File: config.mk
export PLATFORM = sky130hd
export DESIGN_NAME = watch_time_ctrl
export DESIGN_NICKNAME = d
export VERILOG_FILES = /design/src/rtl/watch_time_ctrl.sv
export SDC_FILE = /design/constraint.sdc
export NUM_CORES = 1
export LEC_CHECK = 0
export ABC_CLOCK_PERIOD_IN_PS = 2600
export CAP_MARGIN = 10
export CORE_ASPECT_RATIO = 1.2
export CORE_MARGIN = 1
export CORE_UTILIZATION = 45
export CTS_BUF_LIST = sky130_fd_sc_hd__clkbuf_4 sky130_fd_sc_hd__clkbuf_8
export CTS_CLUSTER_DIAMETER = 150
export DETAILED_ROUTE_END_ITERATION = 10
export PLACE_DENSITY = 0.67
export SYNTH_ARGS = -nofsm -noshare
export SYNTH_HDL_FRONTEND = slang
export SYNTH_SLANG_ARGS = --single-unit
File: constraint.sdc
create_clock -name clk_i -period 2.6 [get_ports clk_i]
set_clock_uncertainty 0.15 [all_clocks]
set_input_delay 0.52 -clock clk_i [delete_from_list [all_inputs] [get_ports clk_i]]
set_output_delay 0.52 -clock clk_i [all_outputs]
set_load 0.01 [all_outputs]
File: src/rtl/watch_time_ctrl.sv
// Watch timekeeping core: synchronised second tick, debounced mode/inc buttons,
// BCD hh:mm:ss counters and a RUN / SET_H / SET_M setting FSM.

module watch_debounce #(
    parameter int unsigned CYCLES = 327
) (
    input  logic clk_i,
    input  logic rst_i,
    input  logic btn_i,
    output logic press_o
);
    localparam int unsigned CW = $clog2(CYCLES + 1);
    localparam logic [CW-1:0] LAST = CW'(CYCLES - 1);

    logic          s1_q, s2_q;
    logic          armed_q, armed_d;
    logic [CW-1:0] cnt_q, cnt_d;

    // armed_q=1 waits for a stable high (press); armed_q=0 waits for a stable low (re-arm).
    always_comb begin
        cnt_d   = cnt_q;
        armed_d = armed_q;
        press_o = 1'b0;
        if (s2_q == armed_q) begin
            if (cnt_q == LAST) begin
                cnt_d   = '0;
                armed_d = !armed_q;
                press_o = armed_q;
            end else begin
                cnt_d = cnt_q + 1'b1;
            end
        end else begin
            cnt_d = '0;
        end
    end

    always_ff @(posedge clk_i) begin
        if (rst_i) begin
            s1_q    <= 1'b0;
            s2_q    <= 1'b0;
            armed_q <= 1'b0;
            cnt_q   <= '0;
        end else begin
            s1_q    <= btn_i;
            s2_q    <= s1_q;
            armed_q <= armed_d;
            cnt_q   <= cnt_d;
        end
    end
endmodule

module watch_time_ctrl #(
    parameter int unsigned DEBOUNCE_CYCLES = 327
) (
    input  logic       clk_i,
    input  logic       rst_i,
    input  logic       sec_clk_i,
    input  logic       btn_mode_i,
    input  logic       btn_inc_i,
    output logic [7:0] hours_o,
    output logic [7:0] minutes_o,
    output logic [7:0] seconds_o,
    output logic [1:0] mode_o,
    output logic       blink_o
);
    typedef enum logic [1:0] {
        RUN   = 2'b00,
        SET_H = 2'b01,
        SET_M = 2'b10
    } mode_e;

    mode_e      state_q, state_d;
    logic [7:0] hours_q, hours_d;
    logic [7:0] minutes_q, minutes_d;
    logic [7:0] seconds_q, seconds_d;
    logic       blink_q, blink_d;
    logic       sec_s1_q, sec_s2_q, sec_prev_q;
    logic       tick;
    logic       mode_press, inc_press;
    logic [8:0] sec_inc, min_inc, hr_inc;

    // Returns {wrapped, next}; wrapped is set when v was already at max_v.
    function automatic logic [8:0] bcd_inc(input logic [7:0] v, input logic [7:0] max_v);
        logic [8:0] r;
        if (v == max_v) begin
            r = 9'h100;
        end else if (v[3:0] == 4'd9) begin
            r = {1'b0, v[7:4] + 4'd1, 4'd0};
        end else begin
            r = {1'b0, v[7:4], v[3:0] + 4'd1};
        end
        return r;
    endfunction

    watch_debounce #(.CYCLES(DEBOUNCE_CYCLES)) u_db_mode (
        .clk_i   (clk_i),
        .rst_i   (rst_i),
        .btn_i   (btn_mode_i),
        .press_o (mode_press)
    );

    watch_debounce #(.CYCLES(DEBOUNCE_CYCLES)) u_db_inc (
        .clk_i   (clk_i),
        .rst_i   (rst_i),
        .btn_i   (btn_inc_i),
        .press_o (inc_press)
    );

    assign tick    = sec_s2_q ^ sec_prev_q;
    assign sec_inc = bcd_inc(seconds_q, 8'h59);
    assign min_inc = bcd_inc(minutes_q, 8'h59);
    assign hr_inc  = bcd_inc(hours_q, 8'h23);

    always_comb begin
        state_d   = state_q;
        hours_d   = hours_q;
        minutes_d = minutes_q;
        seconds_d = seconds_q;
        blink_d   = blink_q;
        case (state_q)
            RUN: begin
                blink_d = 1'b0;
                if (tick) begin
                    seconds_d = sec_inc[7:0];
                    if (sec_inc[8]) begin
                        minutes_d = min_inc[7:0];
                        if (min_inc[8]) hours_d = hr_inc[7:0];
                    end
                end
                if (mode_press) begin
                    state_d = SET_H;
                    blink_d = 1'b1;
                end
            end
            SET_H: begin
                if (mode_press) begin
                    state_d = SET_M;
                    blink_d = 1'b1;
                end else begin
                    if (inc_press) hours_d = hr_inc[7:0];
                    if (tick) blink_d = !blink_q;
                end
            end
            SET_M: begin
                if (mode_press) begin
                    state_d   = RUN;
                    seconds_d = 8'h00;
                    blink_d   = 1'b0;
                end else begin
                    if (inc_press) minutes_d = min_inc[7:0];
                    if (tick) blink_d = !blink_q;
                end
            end
            default: begin
                state_d = RUN;
                blink_d = 1'b0;
            end
        endcase
    end

    // The second-clock path resets high to match the divider, so no tick follows reset.
    always_ff @(posedge clk_i) begin
        if (rst_i) begin
            state_q    <= RUN;
            hours_q    <= 8'h00;
            minutes_q  <= 8'h00;
            seconds_q  <= 8'h00;
            blink_q    <= 1'b0;
            sec_s1_q   <= 1'b1;
            sec_s2_q   <= 1'b1;
            sec_prev_q <= 1'b1;
        end else begin
            state_q    <= state_d;
            hours_q    <= hours_d;
            minutes_q  <= minutes_d;
            seconds_q  <= seconds_d;
            blink_q    <= blink_d;
            sec_s1_q   <= sec_clk_i;
            sec_s2_q   <= sec_s1_q;
            sec_prev_q <= sec_s2_q;
        end
    end

    assign hours_o   = hours_q;
    assign minutes_o = minutes_q;
    assign seconds_o = seconds_q;
    assign mode_o    = state_q;
    assign blink_o   = blink_q;
endmodule
* Word-level counts from Yosys, hierarchy flattened
Cells that the tools add are included.
** Storage, ports and cells
- Flip-flop bits (word level) :: 54
- Latch bits :: 0
- Bits in writable memories :: 0
- Bits in read-only memories :: 0
- Output and inout bits :: 27
- Logic and storage cells :: 99
- Memories :: 0
** Operators by class
- Add/sub/neg operators :: 8
- Multipliers :: 0
- Divide/modulo/power cells :: 0
- $lt $le $gt $ge :: 0
- Equality and inequality tests :: 23
- Shift operators :: 0
- Muxes and demuxes :: 33
- Bitwise operators :: 3
- Reduce and logical (&&, ||, !) cells :: 15
** Operators with widths (number)
- $mux W8 :: 15
- $pmux W8 S2 :: 3
- $add A4 B1 Y4 const B :: 6
- $ne A2 B2 Y1 const B :: 10
- $add A9 B1 Y9 const B :: 2
- $eq A9 B9 Y1 const B :: 2
- $mux W9 :: 2
- $eq A8 B7 Y1 const B :: 2
- $eq A4 B4 Y1 const B :: 3
- $eq A8 B6 Y1 const B :: 1
- $mux W1 :: 8
- $mux W2 :: 3
- $pmux W2 S3 :: 1
- $reduce_and A3 Y1 :: 2
- $reduce_and A6 Y1 :: 1
- $reduce_or A3 Y1 :: 2
- $reduce_and A5 Y1 :: 1
- $reduce_and A2 Y1 :: 2
- $reduce_and A4 Y1 :: 1
- $reduce_bool A2 Y1 :: 2
- $logic_not A1 Y1 :: 3
- $ne A3 B3 Y1 const B :: 1
- $pmux W1 S3 :: 1
- $eq A1 B1 Y1 :: 2
- other kinds (5) :: 6

* Logic depth before layout (Yosys ltp)
Gate-level depths: netlist (run 1).
- Depth after elaboration :: 7
- Gate-level depth with buffers :: 8
- Gate-level depth less buffers :: 7

* By module
A second synthesis (run 1) with hierarchy kept.
** Second synthesis, totals
- Cells, all modules :: 297
- Area, all modules :: 2648.8 um2
** By module, submodules not included
- watch_time_ctrl :: instances 1, cells each 183, area an instance 1550.2 um2, seq. area each 600.6 um2
- watch_debounce :: instances 2, cells each 57, area an instance 549.3 um2, seq. area each 240.2 um2

* Worst setup path before layout (run 1)
No wires, ideal clock.
- Path kind :: flip-flop to flip-flop
- Start point :: register minutes_q[0], in the netlist minutes_o[0]
- End point :: register hours_q[5], in the netlist hours_o[5]
- Setup time :: 121 ps
- Arrival time :: 1939 ps
- Required time :: 2329 ps
- Path slack :: 390 ps
- Cell stages (with the launch flop) :: 7
- Path buffers :: 0
- Cell sequence :: dfxtp_1 -> ha_1 -> nand3b_1 -> nor4_1 -> a22oi_1 -> or3_4 -> mux2_4
** On the way
- Word-level cells in the longest chain between the ends :: 4
** RTL lines
- from (decl) :: line 74 : logic [7:0] minutes_q, minutes_d;
- from (signal assigned) :: line 175 : minutes_q <= minutes_d;
- $eq A8 B7 Y1 :: line 85 : if (v == max_v) begin
- $mux W9 :: line 85
- $ne A2 B2 Y1 (no line)
- $reduce_and A6 Y1 (no line)
- to (signal assigned) :: line 174 : hours_q <= hours_d;
- to (decl) :: line 73 : logic [7:0] hours_q, hours_d;
No other way between the ends.
A chain may end at the register's enable or synchronous reset.

* Worst setup path in the final report (run 1)
Ends and elaborated chain as after synthesis.

==> results of run 1 <==
==> worst max-delay path by stage <==
stage,from,end,slack (ps),cells after the start
after CTS,minutes_o[0],hours_o[4],290,7
after global placement,rst_i,hours_o[6],280,6
after global routing,minutes_o[0],hours_o[4],130,7
after detailed placement,rst_i,hours_o[6],240,6
after floorplan,minutes_o[0],hours_o[5],390,6
final,minutes_o[0],hours_o[5],300,6
==> registers in the layout, summed over array words and instances (netlist names) <==
signal and flops:
u_db_mode.cnt_q 9, u_db_mode.s1_q 1, u_db_mode.s2_q 1, minutes_o 8
sec_prev_q 1, hours_o 8, u_db_inc.s1_q 1, u_db_inc.s2_q 1
u_db_inc.cnt_q 9, sec_s2_q 1, blink_o 1, sec_s1_q 1
u_db_mode.armed_q 1, u_db_inc.armed_q 1, seconds_o 8, mode_o 2
==> power by group through the flow <==
stage,Sequential [mW],Combinational (mW),Clock [mW]
floorplan,0.881,0.0491,0
global placement,0.883,0.0846,0
detailed placement,0.883,0.0855,0
CTS,0.864,0.0861,0.490
global route,0.868,0.0943,0.527
finish,0.864,0.0842,0.467
==> cell usage in the layout, fill, tap and decap left out, drive strengths merged, types with 3 or more instances in the layout <==
master	n
o21ai	7
mux2i	3
or3	7
ha	16
and2	6
inv	12
nand3b	4
xor2	9
a22oi	3
clkdlybuf4s50	31
dfxtp	54
buf	6
clkbuf	5
nor3	6
nand2b	3
or4	5
nand4b	3
nand2	13
or4b	5
o22ai	5
and3	4
or2	6
nor2	42
nand4	5
a21oi	12
xnor2	10
nor2b	7
nand3	15
==> cell type report <==
type                       count  share of cell area
clock inverter                 3             0.00662
multi-input combinational    226               0.480
timing repair buffer          37               0.111
tap                           80              0.0312
sequential                    54               0.337
clock buffer                   5              0.0214
inverter                      12              0.0140
==> routing by layer <==
metal	vias to the layer above	wire length (um)	GRT usage
li1	1131	-	-
met1	1053	2410	0.206
met2	24	2550	0.308
met3	5	139	0.0349
met4	0	50	0.0481
met5	-	0	0
==> cells by family (layout without fill, tap and decap cells) <==
group / count (synthesis) / count (layout) / share of synthesized area
AND/OR/NAND/NOR: 141 / 141 / 0.295
flip-flops: 54 / 54 / 0.401
AO/OA/AOI/OAI: 45 / 45 / 0.120
XOR/XNOR: 19 / 19 / 0.0618
buffers and inverters: 19 / 57 / 0.0265
adder cells (fa/ha/maj): 16 / 16 / 0.0743
multiplexers: 5 / 5 / 0.0209
==> through the flow <==
step	hold slack (ps)	std cells	utilization	instance area [um^2]
after detailed placement	255	409	0.547	3120
final	276	417	0.563	3210
after CTS	283	417	0.563	3210
after global placement	254	409	0.547	3120
after global routing	298	417	0.563	3210
after floorplan	239	299	-	2690
==> worst max-delay path: stages (launching register included) <==
cell      delay (ps)
dfxtp_1          430
ha_1             200
nand3b_1         210
nor4_1           330
a22oi_1          150
or3_4            430
mux2_4           300
==> flow_summary.json, run 1 <==
{
  "yosysTopAreaCell": "dfxtp_1",
  "coreArea_um2": 5710,
  "routed_wl_um": 5150,
  "ctsRootBufferMaster": "clkbuf_8",
  "synth.distinct_cells": 55,
  "grt_overflow": 0,
  "p_leak_nw": 1.17,
  "netlist_area_um2": 2690,
  "antenna-diode-count": 0,
  "ctsHtreeMaxLevel": 2,
  "rr_endpoint": "hours_o[5]",
  "synth_commonest_cells": "dfxtp_1 (54), nor2_1 (42), ha_1 (16)",
  "cts_buffers": 5,
  "grt_pass1_wl_um": 8650,
  "seqCellArea_um2": 1080,
  "cp-start-kind": "register",
  "required_ps": 2650,
  "status": "finished, final reports clean",
  "clkPwrFrac": 0.330,
  "drive_gt1_frac": 0.104,
  "setup_viol": 0,
  "p_comb_frac": 0.060,
  "fillers": 552,
  "port_buffers": 31,
  "postRouteAntennaNets": 0,
  "r2r_cells": 6,
  "ir_drop_mv": 0.255,
  "cts-resized-gates": 0,
  "antenna_found_initial": 0,
  "first_pass_iters": 4,
  "syn_avg_cell_area_um2": 9.01,
  "crit_arrival_ps": 2350,
  "switching_share": 0.240,
  "synth-edff-count": 0,
  "cts.clk_slew.worst_paths_ps": 100,
  "synth_nets": 320,
  "clock_latency_ps": 310,
  "multi_input_area_um2": 1540,
  "seqPwrFrac": 0.610,
  "grt_max_degree": 32,
  "cts.sinks": 54,
  "post_cts_buffers": 0,
  "post-place-ws_ps": 241,
  "seq_area_frac_synth": 0.401,
  "powerDensity_nw_per_um2": 441,
  "holdCritStartpoint": "sec_s1_q",
  "cts_tree": "yes",
  "fin_crit_sh": 0.885,
  "min_to": "sec_s2_q",
  "drv_cap": 0,
  "num_rows": 30,
  "max-slew-margin-rel": 0.667,
  "timing.final.hold_violations": 0,
  "die_area_um2": 6300,
  "vias": 2213,
  "tightest_slew_ps": 496,
  "die_x_um": 72.6,
  "gp_congestion": 0.831,
  "synthCells": 299,
  "grt_pass1_vias": 1971,
  "post-route-drc-count": 0,
  "vias_per_cell": 5.31,
  "netlist.area_leader.share": 0.401,
  "worst_setup_path_end_kind": "register",
  "crit_type": "register to register",
  "synthToLayoutAreaGrowth_pct": 19.3,
  "hpwl_um": 3740,
  "hold_class": "register to register",
  "rrSetupSlack_ps": 300,
  "finalSetupTns_ps": 0,
  "fmax_mhz": 435,
  "synth-async-reset-ratio": 0,
  "clockBufferDepth": 2,
  "fin_ws_ps": 299,
  "wire_per_inst_um": 12.4,
  "initial_core_util": 0.472,
  "slew_viol_final": 0,
  "p_total_mw": 1.42,
  "drt_iter0_drc": 46,
  "track_usage": 0.172,
  "ys.flop_type": "dfxtp_1",
  "cp_max_fo": 6,
  "yosys_register_bits": 54,
  "finalNetCount": 357,
  "r2r_start": "minutes_o[0]",
  "die_h_um": 86.7,
  "ctsHoldBuffers": 0,
  "synth_area_leaders": "dfxtp_1 (40%), ha_1 (7.4%), nor2_1 (5.9%)",
  "min_period_ps": 2300,
  "intPower_mw": 1.08,
  "whs_path_depth": 1,
  "switchingPower_mw": 0.340,
  "ys_warn_count": 0,
  "yosysMostFrequentCell": "dfxtp_1",
  "io_pins": 32,
  "rsz0062_at_grt": "no"
}
(Power assumes the default switching activity.)
==> inputs of run 2 (changes only) <==
CORE_MARGIN = 8   (was 1)
==> flow_summary.json, run 2 (synthesized netlist as in run 1, its figures left out) <==
{
  "cts-resized-gates": 0,
  "drv_cap": 0,
  "post-route-drc-count": 0,
  "wire_per_inst_um": 12.9,
  "holdCritStartpoint": "sec_s1_q",
  "die_x_um": 86.6,
  "fin_hold_ws_ps": 267,
  "vias_per_cell": 5.29,
  "cp_slowest_cell": "or4b_4",
  "p_leak_nw": 1.19,
  "min_to": "sec_s2_q",
  "top_regs": "u_db_inc.cnt_q x9, u_db_mode.cnt_q x9",
  "powerDensity_nw_per_um2": 468,
  "setup_viol": 0,
  "cts_buffers": 5,
  "worst_setup_path_end_kind": "register",
  "grtUsageMet1": 0.153,
  "crit_type": "register to register",
  "grt_max_degree": 32,
  "drive_gt1_frac": 0.107,
  "postRouteAntennaNets": 0,
  "whs_path_depth": 1,
  "cts.sinks": 54,
  "slew_viol_final": 0,
  "cp_max_fo": 6,
  "cp-start-kind": "register",
  "crit_arrival_ps": 2410,
  "finalNetCount": 358,
  "clock_latency_ps": 310,
  "ctsRootBufferMaster": "clkbuf_8",
  "rr_endpoint": "hours_o[5]",
  "grt_use_met3": 0.0351,
  "fmax_mhz": 426,
  "synthToLayoutAreaGrowth_pct": 20.5,
  "final_common_cell": "dfxtp_1",
  "port_buffers": 31,
  "rsz0062_at_grt": "no",
  "hold_class": "register to register",
  "required_ps": 2660,
  "rrSetupSlack_ps": 250,
  "first_pass_iters": 4,
  "fin_ws_ps": 251,
  "clockBufferDepth": 2,
  "min_period_ps": 2350,
  "finalSetupTns_ps": 0,
  "post_cts_buffers": 0,
  "post-place-ws_ps": 222,
  "initial_core_util": 0.457,
  "r2r_cells": 5,
  "cts.clk_slew.worst_paths_ps": 100,
  "ctsHoldBuffers": 0,
  "hpwl_um": 4000,
  "coreArea_um2": 5900,
  "ctsHtreeMaxLevel": 2,
  "max-slew-margin-rel": 0.665,
  "tightest_slew_ps": 499,
  "drt_iter0_drc": 77,
  "antenna_found_initial": 0,
  "track_usage": 0.131,
  "r2r_start": "u_db_inc.cnt_q[4]",
  "io_pins": 32,
  "grt_use_met2": 0.227,
  "grt_pass1_wl_um": 9450,
  "path_cells": "or4b_4 > nor3_1 > a22oi_1 > or3_4 > mux2_4",
  "num_rows": 31,
  "die_area_um2": 8730,
  "grt_pass1_vias": 2064,
  "cpPeakStageDelay_ps": 550,
  "status": "finished, final reports clean",
  "gp_congestion": 0.789,
  "final_cell_mix": "dfxtp_1 (54), nor2_1 (42), clkdlybuf4s50_1 (31), ha_1 (16), nand3_1 (15)",
  "fin_crit_sh": 0.904,
  "die_h_um": 101,
  "cts_tree": "yes",
  "p_total_mw": 1.52,
  "grt_overflow": 0,
  "routed_wl_um": 5410,
  "antenna-diode-count": 0,
  "vias": 2222,
  "ir_drop_mv": 0.353,
  "timing.final.hold_violations": 0,
  "grt.busiest_layer": "met2"
}
run 2: worst max path at each step:
stage,startpoint,endpoint,slack [ps],depth (start not counted)
after floorplan,minutes_o[0],hours_o[5],390,6
after global placement,rst_i,hours_o[6],280,6
after detailed placement,rst_i,hours_o[6],220,6
after CTS,u_db_inc.cnt_q[4],hours_o[5],270,5
after global routing,u_db_inc.cnt_q[4],hours_o[5],150,5
final,u_db_inc.cnt_q[4],hours_o[5],250,5
run 2: per-layer routing:
| layer | part of all wire | routed length [um] |
|---|---|---|
| met2 | 0.50 | 2690 |
| met3 | 0.037 | 202 |
| met4 | 0.011 | 57 |
| met5 | 0 | 0 |
| met1 | 0.46 | 2470 |
run 2: layout make-up:
cell class	instances	area, um^2
inverters	12	45.0
flip-flops and latches	54	1080
clock inverters	2	37.5
well taps	82	103
clock buffers	6	76.3
multi-input cells	226	1540
fillers	565	2650
repair buffers	38	363
run 2: per-stage QoR:
stage | std cells | utilization | cell area, um^2
6_report | 420 | 0.551 | 3250
5_1_grt | 420 | 0.551 | 3250
3_3_place_gp | 412 | 0.531 | 3130
4_1_cts | 420 | 0.551 | 3250
3_5_place_dp | 412 | 0.531 | 3130
2_1_floorplan | 299 | - | 2690
run 2: critical path: cells and delay by family, from the launching register on:
kind,cells,cell delay (ps)
DFF,1,340
AOI/OAI and AO/OA,1,210
muxes,1,300
and+or+nand+nor,3,1250
run 2: power by group:
group	switching, mW	internal [mW]	total, mW
registers	0.0195	0.844	0.864
clock network	0.274	0.298	0.572
logic	0.0430	0.0410	0.0840
total	0.337	1.18	1.52
